==> src/rtl/smac_sequencer.sv <==
// smac_sequencer: control FSM and 4-stage enable pipeline for one bit-serial
// SMAC lane. Beats are accepted over op_valid/op_ready. Each accepted beat is
// tagged with its activation/weight bit position, and the tag rides a valid
// shift chain that produces the per-stage write, clear and sign enables.
module smac_sequencer #(
  parameter int Pa = 8,
  parameter int Pw = 4
) (
  input  logic clk,
  input  logic rst,
  input  logic start,
  input  logic op_valid,
  output logic op_ready,
  output logic we_a,
  output logic we_w,
  output logic we_br,
  output logic MSB_a,
  output logic we_ac1,
  output logic cl_en_ac1,
  output logic we_neg,
  output logic MSB_w,
  output logic we_ac2,
  output logic cl_en_ac2,
  output logic busy,
  output logic done
);

  localparam int IW = $clog2(Pa);
  localparam int JW = $clog2(Pw);
  localparam logic [IW-1:0] I_MAX  = IW'(Pa - 1);
  localparam logic [IW-1:0] I_ZERO = IW'(0);
  localparam logic [IW-1:0] I_ONE  = IW'(1);
  localparam logic [JW-1:0] J_MAX  = JW'(Pw - 1);
  localparam logic [JW-1:0] J_ZERO = JW'(0);
  localparam logic [JW-1:0] J_ONE  = JW'(1);

  typedef enum logic [1:0] {
    S_IDLE  = 2'd0,
    S_FEED  = 2'd1,
    S_DRAIN = 2'd2,
    S_DONE  = 2'd3
  } state_t;

  state_t        r_state;
  logic [IW-1:0] r_i;
  logic [JW-1:0] r_j;
  logic          r_op_ready;
  logic          r_busy;
  logic          r_done;

  // Stage 1 (bit register) outputs and the tags it forwards
  logic r_we_br, r_msb_a;
  logic r_t1_i_first, r_t1_i_last, r_t1_j_first, r_t1_j_last;
  // Stage 2 (ac1) outputs and forwarded tags
  logic r_we_ac1, r_cl_en_ac1;
  logic r_t2_i_last, r_t2_j_first, r_t2_j_last;
  // Stage 3 (neg block) outputs and forwarded tag
  logic r_we_neg, r_msb_w;
  logic r_t3_j_first;
  // Stage 4 (ac2) outputs
  logic r_we_ac2, r_cl_en_ac2;

  logic w_accept;
  logic w_i_first;
  logic w_i_last;
  logic w_j_first;
  logic w_j_last;
  logic w_last_beat;
  logic w_chain_busy;

  // r_op_ready is high exactly while in FEED, so a beat is taken on valid & ready.
  assign w_accept     = op_valid & r_op_ready;
  assign w_i_first    = (r_i == I_ZERO);
  assign w_i_last     = (r_i == I_MAX);
  assign w_j_first    = (r_j == J_ZERO);
  assign w_j_last     = (r_j == J_MAX);
  assign w_last_beat  = w_accept & w_i_last & w_j_last;
  // Stage 4 empties by itself; once stages 1-3 are idle the next cycle is clean.
  assign w_chain_busy = r_we_br | r_we_ac1 | r_we_neg;

  // Job FSM with beat counters; busy/done/op_ready are registered with the state.
  always_ff @(posedge clk or posedge rst) begin
    if (rst) begin
      r_state    <= S_IDLE;
      r_i        <= I_ZERO;
      r_j        <= J_ZERO;
      r_op_ready <= 1'b0;
      r_busy     <= 1'b0;
      r_done     <= 1'b0;
    end else begin
      case (r_state)
        S_IDLE: begin
          if (start) begin
            r_state    <= S_FEED;
            r_i        <= I_ZERO;
            r_j        <= J_ZERO;
            r_op_ready <= 1'b1;
            r_busy     <= 1'b1;
          end
        end
        S_FEED: begin
          if (w_accept) begin
            if (w_i_last) begin
              r_i <= I_ZERO;
              if (w_j_last) begin
                r_j <= J_ZERO;
              end else begin
                r_j <= r_j + J_ONE;
              end
            end else begin
              r_i <= r_i + I_ONE;
            end
            if (w_last_beat) begin
              r_state    <= S_DRAIN;
              r_op_ready <= 1'b0;
            end
          end
        end
        S_DRAIN: begin
          if (!w_chain_busy) begin
            r_state <= S_DONE;
            r_done  <= 1'b1;
          end
        end
        S_DONE: begin
          r_state <= S_IDLE;
          r_done  <= 1'b0;
          r_busy  <= 1'b0;
        end
        default: begin
          r_state    <= S_IDLE;
          r_op_ready <= 1'b0;
          r_busy     <= 1'b0;
          r_done     <= 1'b0;
        end
      endcase
    end
  end

  // Tagged valid shift chain: every flag is gated by its stage valid, so
  // sign and clear flags can never appear without their write enable.
  always_ff @(posedge clk or posedge rst) begin
    if (rst) begin
      r_we_br      <= 1'b0;
      r_msb_a      <= 1'b0;
      r_t1_i_first <= 1'b0;
      r_t1_i_last  <= 1'b0;
      r_t1_j_first <= 1'b0;
      r_t1_j_last  <= 1'b0;
      r_we_ac1     <= 1'b0;
      r_cl_en_ac1  <= 1'b0;
      r_t2_i_last  <= 1'b0;
      r_t2_j_first <= 1'b0;
      r_t2_j_last  <= 1'b0;
      r_we_neg     <= 1'b0;
      r_msb_w      <= 1'b0;
      r_t3_j_first <= 1'b0;
      r_we_ac2     <= 1'b0;
      r_cl_en_ac2  <= 1'b0;
    end else begin
      // T+1: bit register, sign-negate on the activation MSB
      r_we_br      <= w_accept;
      r_msb_a      <= w_accept & w_i_last;
      r_t1_i_first <= w_accept & w_i_first;
      r_t1_i_last  <= w_accept & w_i_last;
      r_t1_j_first <= w_accept & w_j_first;
      r_t1_j_last  <= w_accept & w_j_last;
      // T+2: ac1 overwrites on the first activation bit of each weight bit
      r_we_ac1     <= r_we_br;
      r_cl_en_ac1  <= r_t1_i_first;
      r_t2_i_last  <= r_t1_i_last;
      r_t2_j_first <= r_t1_i_last & r_t1_j_first;
      r_t2_j_last  <= r_t1_i_last & r_t1_j_last;
      // T+3: neg block captures a finished ac1 sum; negate on the weight MSB
      r_we_neg     <= r_t2_i_last;
      r_msb_w      <= r_t2_i_last & r_t2_j_last;
      r_t3_j_first <= r_t2_i_last & r_t2_j_first;
      // T+4: ac2 overwrites for the first weight bit of the job
      r_we_ac2     <= r_we_neg;
      r_cl_en_ac2  <= r_t3_j_first;
    end
  end

  assign op_ready  = r_op_ready;
  assign we_a      = w_accept;
  assign we_w      = w_accept;
  assign we_br     = r_we_br;
  assign MSB_a     = r_msb_a;
  assign we_ac1    = r_we_ac1;
  assign cl_en_ac1 = r_cl_en_ac1;
  assign we_neg    = r_we_neg;
  assign MSB_w     = r_msb_w;
  assign we_ac2    = r_we_ac2;
  assign cl_en_ac2 = r_cl_en_ac2;
  assign busy      = r_busy;
  assign done      = r_done;

endmodule
==> config.mk <==
export PLATFORM = sky130hd
export DESIGN_NAME = smac_sequencer
export DESIGN_NICKNAME = d
export VERILOG_FILES = /design/src/rtl/smac_sequencer.sv
export SDC_FILE = /design/constraint.sdc
export NUM_CORES = 1
export LEC_CHECK = 0
export CORE_UTILIZATION = 41
export DETAILED_ROUTE_END_ITERATION = 12
export PLACE_DENSITY = 0.71
export SYNTH_ARGS = -nofsm -noshare
export SYNTH_HDL_FRONTEND = slang
export SYNTH_SLANG_ARGS = --single-unit
export TNS_END_PERCENT = 10
==> constraint.sdc <==
create_clock -name clk -period 2.8 [get_ports clk]
set_input_delay 0.28 -clock clk [delete_from_list [all_inputs] [get_ports clk]]
set_output_delay 0.28 -clock clk [all_outputs]
set_load 0.01 [all_outputs]
==> results of run 1 <==
-- through the flow --
step	cells	hold slack, ns
floorplan	99	0.3073
global placement	143	0.3346
detailed placement	143	0.3373
CTS	147	0.3695
global route	147	0.3830
finish	147	0.3713
-- final timing paths --
path	to	cells past startpoint
setup / recovery	we_a	4
hold / removal	cl_en_ac2$_DFF_PP0_	0
setup reg to reg	r_state[1]$_DFFE_PP0P_	5
hold reg to reg	cl_en_ac2$_DFF_PP0_	0
max in group asynchronous	r_j[1]$_DFFE_PP0P_	2
min in group asynchronous	op_ready$_DFFE_PP0P_	2
-- cell usage after synthesis, types with 2 or more instances --
cell	n
dfrtp_1	25
ha_1	9
inv_1	9
nand2_1	9
nor2_1	6
and2_1	4
o21ai_0	4
and3_2	3
a21oi_1	2
a22o_1	2
and3_1	2
nand2b_1	2
nand3_1	2
nand4_1	2
nor2b_1	2
o21ai_1	2
o221ai_1	2
-- cell usage in the layout (no fill, tap or decap), drive strengths merged, types with 2 or more instances in the layout --
master	instances
nand3	2
inv	9
dfrtp	25
o21ai	6
a22o	2
nor2	6
nand2b	2
clkbuf	3
and3	5
nand4	2
o221ai	2
clkdlybuf4s50	16
and2	4
ha	9
a21oi	2
nor2b	2
nand2	10
-- worst max-delay path, delay by kind of cell --
kind	cells	cell delay [ns]
simple gates	1	0.11
buf+inv	3	1.35
-- layer usage --
layer,share of wire [%],vias up,GRT usage [%],routed length (um)
li1,-,377,-,-
met1,46,376,18.05,889
met2,48,17,24.59,939
met3,4.3,5,5.000,83
met4,1.8,0,6.410,35
met5,0,-,0,0
-- cell families after synthesis --
| group | after synthesis | synth area share (%) |
|---|---|---|
| simple gates | 34 | 15.99 |
| fa+ha+maj | 9 | 10.07 |
| buf+inv | 11 | 4.138 |
| compound gates | 19 | 12.87 |
| flops | 25 | 55.93 |
| mux | 1 | 1.007 |
-- sequential cells by signal, indices dropped and copies added, names as in the netlist --
register	flops
we_br	1
r_t1_j_last	1
r_t2_j_first	1
cl_en_ac1	1
r_t2_i_last	1
we_neg	1
busy	1
we_ac2	1
MSB_w	1
r_t1_i_last	1
r_t2_j_last	1
r_i	3
r_j	2
done	1
we_ac1	1
r_t3_j_first	1
op_ready	1
r_t1_i_first	1
cl_en_ac2	1
r_t1_j_first	1
r_state	2
-- report_power, final --
part           total (mW)  leakage, nW  internal, mW  switching (mW)
Clock               0.171       0.0139        0.0548           0.116
Combinational       0.400        0.281         0.185           0.215
Sequential          0.460        0.325         0.420          0.0400
Total                1.03        0.621         0.659           0.371
-- area by class of cell --
cell class	count	area (um2)	share of cell area (%)
multi-input combinational	63	446.7	33.49
clock buffer	3	22.52	1.689
tap	30	37.54	2.814
sequential	25	625.6	46.90
timing repair buffer	16	160.2	12.01
clock inverter	1	7.507	0.5629
inverter	9	33.78	2.533
==> metrics.md, run 1 <==
| Metric | Value |
|---|---|
| Outcome | complete, no violations |
| # clock sinks | 25 |
| Routed WL per cell | roughly 13 um |
| Worst hold start | r_t3_j_first$_DFF_PP0_ |
| CP max-delay cell | clkdlybuf4s50_1 |
| Setup TNS Final | 0 ns |
| CTS resizes | 0 |
| Initial drt markers | 13 |
| Final min period | approximately 2 ns |
| RSZ-0062 raised after global routing | no |
| Clock-pin slew on the worst setup and hold paths | approximately 0.14 ns |
| Mapped cell area | 1119 um2 |
| Setup crit start kind | input port |
| Gr ovfl total | 0 |
| Largest cells by area after synthesis | dfrtp_1 56%, ha_1 10%, inv_1 3.0%, nand2_1 3.0%, and2_1 2.2% |
| Inserted Clock Buffers | 3 |
| Tot Pwr | 1.031 mW |
| IO Pins | 17 |
| Die area | a little under 3000 um2 |
| Root Buffer | clkbuf_4 |
| Skew-Pair Late Insertion Delay | between 0.3 and 0.4 ns |
| Syn-to-layout area delta | 19.24% |
| Worst r2r src | r_state[1]$_DFFE_PP0P_ |
| Final Setup Violations | 0 |
| Top FF cell, synth | dfrtp_1 |
| Cell Pwr Density | a little under 800 nW/um2 |
| Max-slew headroom | roughly 37% |
| Worst Setup SP | op_valid |
| Max Cap Viol | 0 |
| Synthesized Nets | between 100 and 150 |
| Port bufs | 16 |
| Finished layout cell area | around 1300 um2 |
| Post-DRT Antenna Nets | 0 |
| Ys async rst share | between 90% and 100% |
| Syn_area_per_cell | around 11 um2 |
| Yosys top cell area share | a little under three fifths |
| First-pass GRT wire length | around 3000 um |
| Placed cell areas | around 1300 um2 |
| Max clock buf depth | 2 |
| Vias/cell | between 5 and 6 |
| Largest net degree at the start of global routing | 26 |
| CP max FO | 8 |
| CP cell instances | clkdlybuf4s50_1 -> nand2_2 -> inv_1 -> clkdlybuf4s50_1 |
| Total GRT Usage | between 10% and 20% |
| Hold_buf cts | 0 |
| Site Rows | 18 |
| Initial Util | 44.35% |
| Postcts setup bufs | 0 |
| Period utilization | 72.18% |
| Place WS | roughly 0.8 ns |
| Highest clock rate | about 500 MHz |
| Share of cells above drive strength 1 | under 10% |
| Peak VDD IR | 497.1 uV |
| Core area | between 2000 and 3000 um2 |
| CP endpoint kind | output pin |
| Crit path DAT | roughly 1.7 ns |
| GPL Wtd Cong | 0.8567 |
| Syn. warnings | 0 |
| CTS H-tree lvls | 1 |
| Final worst slack | between 0.7 and 0.8 ns |
| Vias in the first global route | about 680 |
| Fin util | between 50 and 60% |
| Distinct cell type count after synthesis | 29 |
| Worst reg2reg setup slack | around 0.99 ns |
| Worst clock skew | around 0.0034 ns |
| Fill cell count | between 200 and 250 |
| Seq/Total Area, Yosys | a little under three fifths |
| Chip height | 54.23 um |
| Routed wire length | just under 2000 um |
| Worst-Margin Slew | around 0.95 ns |
| Hold violation count in the final report | 0 |
| Mapped Cells | about 100 |
| Worst Setup Path Type | in -> out |
| DRC errors left | 0 |
| Antenna fix cells | 0 |
| Critical Path RT | 2.52 ns |
| Number of flops mapped to enable cells by yosys | 0 |
| DRT Pass-1 Iters | 4 |
| Vias | around 780 |
| Hold Crit Class | reg -> reg |
| Max Slew Vio Count | 0 |
| Fin nets | 131 |
| Synth area leader | dfrtp_1 |
| Yosys reg bits | 25 |
| Most frequent CP cell | clkdlybuf4s50_1 |
| Post-DP HPWL | 1412 um |
| Antenna violations before repair | 0 |
| CTS tree | done |
| Lkg Pwr | 0.6208 nW |
| Die X | approximately 54 um |
| Max incr delay on CP | between 0.5 and 0.6 ns |
Note: power is estimated with default switching activity, not from simulation.
==> run 2: changes to the inputs <==
--- a/config.mk
+++ b/config.mk
@@ -7,7 +7,7 @@
 export LEC_CHECK = 0
 export CORE_UTILIZATION = 41
 export DETAILED_ROUTE_END_ITERATION = 12
-export PLACE_DENSITY = 0.71
+export PLACE_DENSITY = 0.74
 export SYNTH_ARGS = -nofsm -noshare
 export SYNTH_HDL_FRONTEND = slang
 export SYNTH_SLANG_ARGS = --single-unit
==> constraint.sdc (replaced) <==
create_clock -name clk -period 1.6 [get_ports clk]
set_input_delay 0.16 -clock clk [delete_from_list [all_inputs] [get_ports clk]]
set_output_delay 0.16 -clock clk [all_outputs]
set_load 0.01 [all_outputs]
==> run 2 against run 1 <==
Die area unchanged. Sequential power is 72% higher. Critical path depth up 2. Non-clock buffer count increased by 16. Clock skew barely moved. Count of clock-buffer cells in the layout is the same. Sequential share of layout area is 4.8 points lower. Final area grew 11%. Cell count rose by 11%. Utilization is 6.0 points higher. Global-route usage grew 2.4 points. Clock power increased by 72%.
==> metrics.md, run 2 (synthesis gave the netlist of run 1 again) <==
| Metric | Value |
|---|---|
| Share of cells above drive strength 1 | 26.32% (was 8.547%) |
| Crit path DAT | 1.81 ns (was 1.74 ns) |
| IO Pins | 17 (unchanged) |
| Top reg by flops | r_i (unchanged) |
| Highest clock rate | 632.5 MHz |
| Max-slew headroom | 75.16% (was 36.60%) |
| Gr ovfl total | 0 (unchanged) |
| Antenna fix cells | 0 (unchanged) |
| Cell Pwr Density | 1381 nW/um2 (was 772.7 nW/um2) |
| Top Registers | r_i: 3 flops, r_j: 2 flops, r_state: 2 flops (unchanged) |
| Worst clock skew | 0.003655 ns (was 0.003363 ns) |
| Syn-to-layout area delta | 32.77% (was 19.24%) |
| Post-DP HPWL | 1579 um (was 1412 um) |
| Worst Setup Path Type | reg -> reg (was in -> out) |
| Port bufs | 16 (unchanged) |
| Final Setup Violations | 0 (unchanged) |
| Min Hold Slack | 0.1582 ns (was 0.3713 ns) |
| Largest net degree at the start of global routing | 26 (unchanged) |
| Die X | 54.23 um (unchanged) |
| Period utilization | about 99% |
| RSZ-0062 raised after global routing | yes (was no) |
| Vias | 819 (was 775) |
| Antenna violations before repair | 0 (unchanged) |
| DRT Pass-1 Iters | 4 (unchanged) |
| Max reg flops | 3 (unchanged) |
| # clock sinks | 25 (unchanged) |
| Vias/cell | 5.025 (was 5.272) |
| GPL Wtd Cong | 0.9078 (was 0.8567) |
| Fill cell count | 211 (was 234) |
| DRC errors left | 0 (unchanged) |
| Max incr delay on CP | 0.38 ns (was 0.59 ns) |
| Hold Crit Class | in -> async (was reg -> reg) |
| Max clock buf depth | 2 (unchanged) |
| CP max FO | 2 (was 8) |
| Vias in the first global route | 797 (was 681) |
| Commonest non-fill, non-tap cells in the layout | 25 x dfrtp_1, 16 x buf_4, 13 x clkdlybuf4s50_1, 9 x nand2_1, 8 x inv_1 (was 25 x dfrtp_1, 16 x clkdlybuf4s50_1, 9 x nand2_1, 9 x inv_1, 9 x ha_1) |
| Post-DRT Antenna Nets | 0 (unchanged) |
| Root Buffer | clkbuf_4 (unchanged) |
| CP max-delay cell | dfrtp_1 (was clkdlybuf4s50_1) |
| Initial Util | 44.35% (unchanged) |
| Inserted Clock Buffers | 3 (unchanged) |
| First-pass GRT wire length | 3505 um (was 3008 um) |
| CP Buf/Inv Count | 0 (was 3) |
| Reg area | 625.6 um2 (unchanged) |
| Setup crit start kind | flop (was input port) |
| Multi-input gate area | 478.0 um2 (was 446.7 um2) |
| Clock-pin slew on the worst setup and hold paths | 0.14 ns (about the same) |
| Fin nets | 147 (was 131) |
| Skew-Pair Late Insertion Delay | 0.33 ns (about the same) |
| CP cell instances | ha_1 -> ha_2 -> nand2_1 -> o21ai_2 -> and3_4 -> mux2_1 (was clkdlybuf4s50_1 -> nand2_2 -> inv_1 -> clkdlybuf4s50_1) |
| Site Rows | 18 (unchanged) |
| CP endpoint kind | flop (was output pin) |
| Max Slew Vio Count | 0 (unchanged) |
| Routed WL per cell | 13.34 um (was 13.24 um) |
| Critical Path RT | 1.83 ns (was 2.52 ns) |
| Initial drt markers | 14 (was 13) |
| Hold violation count in the final report | 0 (unchanged) |
| Lkg Pwr | 0.6991 nW (was 0.6208 nW) |
| Max Cap Viol | 0 (unchanged) |
| Most common cell after layout, fill and taps aside | dfrtp_1 (unchanged) |
| Worst-Margin Slew | 0.3694 ns (was 0.9500 ns) |
| Peak VDD IR | 1020 uV (was 497.1 uV) |
| Total GRT Usage | 17.49% (was 15.07%) |
| Outcome | complete, no violations (unchanged) |
| Chip height | 54.23 um (unchanged) |
| Tot Pwr | 2.051 mW (was 1.031 mW) |
| CTS H-tree lvls | 1 (unchanged) |
| Die area | 2941 um2 (unchanged) |
| Final min period | roughly 1.6 ns |
| Core area | 2522 um2 (unchanged) |
| Routed wire length | 2174 um (was 1947 um) |
| CTS tree | done (unchanged) |
| Critical path's top delay family | flip-flops (was buffers and inverters) |
[run 2: cell count changes in the layout (fill, tap and decap cells not counted), moves of 2 or more]
| cell | change |
|---|---|
| buf_4 | +16 |
| clkdlybuf4s50_1 | -3 |
| ha_1 | -3 |
| ha_2 | +3 |
| dlygate4sd2_1 | +2 |
[run 2: repair_timing]
item / 4_1_cts / 5_1_grt
pin swaps: 1 / 0
resized for setup: 7 / 5
hold buffers: 0 / 0
setup endpoints to repair: 6 / 5
setup buffers: 1 / 0
[run 2: per-layer routing]
metal  up-vias  share of wire [%]  global-route usage (%)  wire length, um
li1        408                  -                       -                -
met5         -                  0                       0                0
met1       382                 46                   20.57             1001
met3         4                5.3                   5.000              115
met4         0                1.5                   6.410               32
met2        25                 47                   30.08             1025
[run 2: worst paths after layout]
path | start | endpoint | slack, ns | depth (start not counted)
min in group clk | r_t3_j_first$_DFF_PP0_ | cl_en_ac2$_DFF_PP0_ | 0.36 | 0
setup reg to reg | r_i[1]$_DFFE_PP0P_ | r_state[1]$_DFFE_PP0P_ | 0.02 | 6
max in group asynchronous | rst | MSB_w$_DFF_PP0_ | 1.21 | 3
hold / removal | rst | r_state[0]$_DFFE_PP0P_ | 0.16 | 3
setup / recovery | r_i[1]$_DFFE_PP0P_ | r_state[1]$_DFFE_PP0P_ | 0.02 | 6
hold reg to reg | r_t3_j_first$_DFF_PP0_ | cl_en_ac2$_DFF_PP0_ | 0.36 | 0
[run 2: tightest hold or removal path, delay by kind of cell]
kind                   cells  cell delay [ns]
buffers and inverters      3             0.74
[run 2: power by group]
part	internal (mW)	switching, mW
Combinational	0.510	0.456
Clock	0.0957	0.198
Sequential	0.734	0.0571
[run 2: layout make-up]
| class | count | share of cell area, % |
|---|---|---|
| repair buffers | 32 | 18.87 |
| multi-input cells | 63 | 32.18 |
| inverters | 9 | 2.275 |
| clock buffers | 3 | 1.516 |
| clock inverters | 1 | 0.5055 |
| well taps | 30 | 2.527 |
| flip-flops and latches | 25 | 42.12 |
[run 2: through the flow]
stage               std cells  util (%)  area, um2   TNS, ns  setup WS [ns]
floorplan                  99         -       1119         0        0.02284
global placement          158     56.15       1416   -0.2489       -0.06671
detailed placement        158     56.15       1416   -0.4175       -0.09412
CTS                       163     58.09       1465         0       0.001329
global route              163     58.88       1485  -0.06190       -0.04434
finish                    163     58.88       1485         0        0.01898
